### src/rtl/intr_sched.sv
// Nested priority-preemptive interrupt scheduler: edge-detects 4 request lines,
// grants the highest eligible source, redirects fetch and keeps an EPC stack.
module intr_sched #(
  parameter int N_SRC = 4,
  parameter int ADDR_W = 10,
  parameter logic [ADDR_W-1:0] VEC_BASE = 10'h3C0,
  parameter int DEPTH = 4
) (
  input  logic              clk_i,
  input  logic              rst_i,
  input  logic              intr_en_i,
  input  logic [N_SRC-1:0]  intr_mask_i,
  input  logic [N_SRC-1:0]  device_request_i,
  input  logic [ADDR_W-1:0] pc_next_i,
  input  logic              eret_i,
  input  logic              stall_i,
  output logic              intr_jmp_o,
  output logic [ADDR_W-1:0] intr_jmp_addr_o,
  output logic              eret_jmp_o,
  output logic [ADDR_W-1:0] epc_out_o,
  output logic [N_SRC-1:0]  pending_o,
  output logic [N_SRC-1:0]  in_service_o,
  output logic [2:0]        depth_o
);

  localparam int SRC_W = $clog2(N_SRC);
  localparam int PTR_W = $clog2(DEPTH);
  localparam logic [2:0] DEPTH_L = 3'(DEPTH);

  typedef enum logic [1:0] {IDLE, TAKE, RET} state_e;

  state_e              state_q;
  logic [N_SRC-1:0]    pending_q, pending_d, in_service_q, prev_req_q;
  logic [2:0]          depth_q;
  logic                eret_q, eret_d;
  logic                intr_jmp_q, eret_jmp_q;
  logic [ADDR_W-1:0]   intr_jmp_addr_q, epc_out_q;
  logic [ADDR_W-1:0]   stack_q [DEPTH];

  logic [N_SRC-1:0]    rise, allowed, elig, take_mask;
  logic [SRC_W-1:0]    win, top;
  logic                grant;
  logic [ADDR_W-1:0]   vec_addr;
  logic [PTR_W-1:0]    push_ptr, pop_ptr;

  always_comb begin
    rise = device_request_i & ~prev_req_q;
    // A source is allowed only if nothing at its own level or above is in service.
    allowed = '1;
    for (int i = 0; i < N_SRC; i++) begin
      for (int j = i; j < N_SRC; j++) begin
        if (in_service_q[j]) allowed[i] = 1'b0;
      end
    end
    elig = pending_q & intr_mask_i & allowed;
    win  = '0;
    top  = '0;
    for (int i = 0; i < N_SRC; i++) begin
      if (elig[i]) win = SRC_W'(i);
      if (in_service_q[i]) top = SRC_W'(i);
    end
    grant = intr_en_i & (|elig) & (depth_q < DEPTH_L) & ~stall_i
          & (state_q == IDLE) & ~eret_q;
    take_mask = grant ? ({{(N_SRC-1){1'b0}}, 1'b1} << win) : '0;
    // A fresh rise on the bit being taken re-pends it.
    pending_d = (pending_q & ~take_mask) | rise;
    eret_d    = ((state_q == IDLE) ? 1'b0 : eret_q) | eret_i;
    vec_addr  = VEC_BASE + (ADDR_W'(win) << 2);
    push_ptr  = depth_q[PTR_W-1:0];
    pop_ptr   = push_ptr - {{(PTR_W-1){1'b0}}, 1'b1};
  end

  always_ff @(posedge clk_i or posedge rst_i) begin
    if (rst_i) begin
      state_q         <= IDLE;
      pending_q       <= '0;
      in_service_q    <= '0;
      prev_req_q      <= '0;
      depth_q         <= '0;
      eret_q          <= 1'b0;
      intr_jmp_q      <= 1'b0;
      intr_jmp_addr_q <= '0;
      eret_jmp_q      <= 1'b0;
      epc_out_q       <= '0;
    end else begin
      prev_req_q <= device_request_i;
      pending_q  <= pending_d;
      eret_q     <= eret_d;
      case (state_q)
        IDLE: begin
          if (eret_q) begin
            if (depth_q != 3'd0) begin
              state_q           <= RET;
              eret_jmp_q        <= 1'b1;
              epc_out_q         <= stack_q[pop_ptr];
              in_service_q[top] <= 1'b0;
              depth_q           <= depth_q - 3'd1;
            end
          end else if (grant) begin
            state_q           <= TAKE;
            intr_jmp_q        <= 1'b1;
            intr_jmp_addr_q   <= vec_addr;
            in_service_q[win] <= 1'b1;
            depth_q           <= depth_q + 3'd1;
          end
        end
        TAKE: begin
          if (!stall_i) begin
            state_q         <= IDLE;
            intr_jmp_q      <= 1'b0;
            intr_jmp_addr_q <= '0;
          end
        end
        RET: begin
          if (!stall_i) begin
            state_q    <= IDLE;
            eret_jmp_q <= 1'b0;
            epc_out_q  <= '0;
          end
        end
        default: state_q <= IDLE;
      endcase
    end
  end

  always_ff @(posedge clk_i) begin
    if (grant) stack_q[push_ptr] <= pc_next_i;
  end

  assign intr_jmp_o      = intr_jmp_q;
  assign intr_jmp_addr_o = intr_jmp_addr_q;
  assign eret_jmp_o      = eret_jmp_q;
  assign epc_out_o       = epc_out_q;
  assign pending_o       = pending_q;
  assign in_service_o    = in_service_q;
  assign depth_o         = depth_q;

endmodule

### config.mk
export PLATFORM = sky130hd
export DESIGN_NAME = intr_sched
export DESIGN_NICKNAME = d
export VERILOG_FILES = /design/src/rtl/intr_sched.sv
export SDC_FILE = /design/constraint.sdc
export NUM_CORES = 1
export LEC_CHECK = 0
export ABC_AREA = 1
export CORE_MARGIN = 3
export CORE_UTILIZATION = 40
export CTS_CLUSTER_DIAMETER = 150
export DETAILED_ROUTE_END_ITERATION = 10
export PLACE_DENSITY_LB_ADDON = 0.25
export SLEW_MARGIN = 20
export SYNTH_ARGS = -nofsm -noshare
export SYNTH_HDL_FRONTEND = slang
export SYNTH_SLANG_ARGS = --single-unit
export TNS_END_PERCENT = 100
### constraint.sdc
create_clock -name clk_i -period 3 [get_ports clk_i]
set_input_delay 0.3 -clock clk_i [delete_from_list [all_inputs] [get_ports clk_i]]
set_output_delay 0.3 -clock clk_i [all_outputs]
set_load 0.005 [all_outputs]
==> run summary <==
RSZ-0062 raised after global routing = no
top_reg_cell synth = edfxtp_1
CTS tree = built
post-cts sizing count = 0
slowest CP cell = nor2_1
initial core utilization = 41.35%
post-detailed-route DRC marker count = 0
Seq/Total Area, Yosys = 62.33%
routed vias/inst = 4.841
antenna violations before repair = 0
leading cell type by number of instances after synthesis = nand2_1
Setup crit end kind = register
Rel. slew slack = 45.52%
n_diodes = 0
max-cap viol count = 0
Critical Path RT = 2.97 ns
top cell type's share of synthesized area = 37.40%
# setup viols final = 0
status = finished clean
area of the multi-input gates = 955.9 sq um
CTS Hold Bufs = 0
Core Area = 7767 sq um
r2r startpoint = state_q[1]
root buf cell = clkbuf_8
FF-to-FF End = stack_q[0][8]
num ports = 56
worst reg-to-reg path cell count = 6
Fillers = 712
die boundary height = 95.61 microns
DIE AREA = 9140 sq um
vias post-DR = 2256
Nets = 390
list of most frequent post-synthesis cells = nand2_1, edfxtp_1, inv_1, nor2_1, dfrtp_1
Buffers on Ports = 51
CP Class = register to register
CTS Sinks = 72
TritonCTS Buffers = 9
maximum vdd drop = 0.3489 mV
layout cells sized above 1 = 10.99%
fin. max-slew vios = 0
Fin Setup TNS = 0 ns
CTS Buffer Depth = 2
cells after synthesis = 305
Routed Wire Length = 6.663 mm
Post-synth EDFFs = 40
Yosys top cell by area = edfxtp_1
Final Hold Vio Count = 0
Synth area leaders = edfxtp_1, dfrtp_1, nand2_1
pre-CTS setup slack = 0.4881 ns
fin worst setup slack = 0.5087 ns
pwr/cell area = 898.8 nW/um^2
routed length per placed instance = 14.30 microns
Seq cells post-synth = 72
hpwl dp = 4.707 mm
ys async rst share = 44.44%
first-pass GRT wire length = 10.69 mm
family with the most delay on the worst path = simple AND/OR/NAND/NOR gates
Congestion Overflow GR = 0
Hold Path Class = input port to asynchronous set/reset pin
Iteration-0 DRC Markers = 120
Buffers & Inverters on Critical Path = 1
antenna-violating nets left = 0
Cell Rows = 32
Seq. cell area = 2002 sq um
GR Util All Layers = 15.76%
DRT Pass-1 Iters = 5
Startpoint Class = register
Yosys Warn Count = 0
maximum number of pins on one net before global-route repair = 33
leakage = 1.629 nW
Clock Skew = 0.01177 ns
Area Overhead vs Synth = 23.53%
Tightest Pin Transition = 0.8141 ns
synthesized area per cell = 10.53 sq um
minimum clock period = 2.491 ns
period utilization = 83.04%
worst path arrival time = 2.46 ns
slowest stage delay, CP = 0.65 ns
setup slack, reg-to-reg = 0.51 ns
H-tree Lvls = 3
Die W = 95.61 microns
f_max = 401.4 MHz
clock latency on the worst-skew pair = 0.35 ns
crit-path max FO = 12
crit-path cells = inv_1 > ha_1 > nand3_1 > nor2_4 > nand2_4 > nor2_1
Synth Cell Area = 3212 sq um
clock transition at the registers of the reported paths = 0.08 ns
vias in the first global route = 2147
postcts setup bufs = 0
global placer's final weighted congestion = 0.8346
count of cell types in the netlist = 31
sequential cells by signal, indices dropped and copies added (netlist names):
name	count
state_q	2
in_service_o	4
depth_o	3
intr_jmp_addr_o	3
eret_q	1
eret_jmp_o	1
pending_o	4
prev_req_q	4
stack_q	40
epc_out_o	10
metrics by stage:
step	area (sq um)	std cells	total power [mW]	hold slack, ns	utilization, %
finish	3968	466	3.566	0.3324	51.08
global route	3968	466	3.860	0.3690	51.08
CTS	3968	466	3.604	0.3371	51.08
detailed placement	3795	450	2.922	0.3978	48.86
global placement	3795	450	2.906	0.3953	48.86
floorplan	3223	308	2.332	0.3314	-
worst max path at each step:
stage	startpoint	endpoint	slack [ns]	cells after the start
floorplan	state_q[0]	stack_q[1][0]	1.10	7
global placement	state_q[0]	stack_q[0][2]	0.63	6
detailed placement	state_q[1]	stack_q[0][2]	0.49	6
CTS	state_q[1]	stack_q[0][8]	0.47	6
global route	state_q[0]	stack_q[0][8]	0.27	6
finish	state_q[1]	stack_q[0][8]	0.51	6
tightest hold or removal path, cell delays in order:
cell and delay [ns]:
clkdlybuf4s50_1 0.40, inv_1 0.05, buf_4 0.35
power breakdown:
group	switching (mW)	total, mW	leakage [nW]	internal (mW)
registers	0.127	1.34	0.747	1.21
clock network	0.369	0.671	0.0789	0.302
logic	0.872	1.55	0.803	0.681
total	1.37	3.57	1.63	2.20
placed cells by master, fill, tap and decap left out, types with 2 or more instances in the layout:
cell type,netlist,layout
ha_1,7,7
conb_1,1,4
nand2_1,45,45
o21ai_1,17,17
nand2_2,2,2
inv_1,34,34
clkbuf_8,0,9
buf_4,9,8
inv_2,3,3
o21ai_0,25,25
nand3_2,2,2
nand3_1,16,16
edfxtp_1,40,40
o22ai_1,10,10
dfrtp_1,32,32
clkdlybuf4s50_1,0,51
nor2_1,34,34
nor2_2,2,2
nand2_4,3,3
nor2_4,3,3
clkinvlp_4,0,3
routing by layer:
metal	GRT usage [%]	routed length, microns	up-vias
met1	21.61	2981	1060
met4	7.820	106	0
met3	3.473	480	10
met5	0	0	-
li1	-	-	1101
met2	23.57	3094	85
logic make-up after synthesis:
group           count (synthesis)  share of synthesized area, %
compound gates                 56                         9.388
other cells                     1                        0.1168
buf+inv                        56                         8.259
flops                          72                         62.33
simple gates                  110                         16.01
xor+xnor                        2                        0.5455
fa+ha+maj                       8                         3.350
area by class of cell:
type                       instances  share of cell area, %
timing repair buffer              59                  14.38
sequential                        72                  50.46
tap                              102                  3.217
clock inverter                     6                  1.135
clock buffer                      10                  3.217
multi-input combinational        180                  24.09
inverter                          37                  3.500
Note: power is estimated with default switching activity, not from simulation.
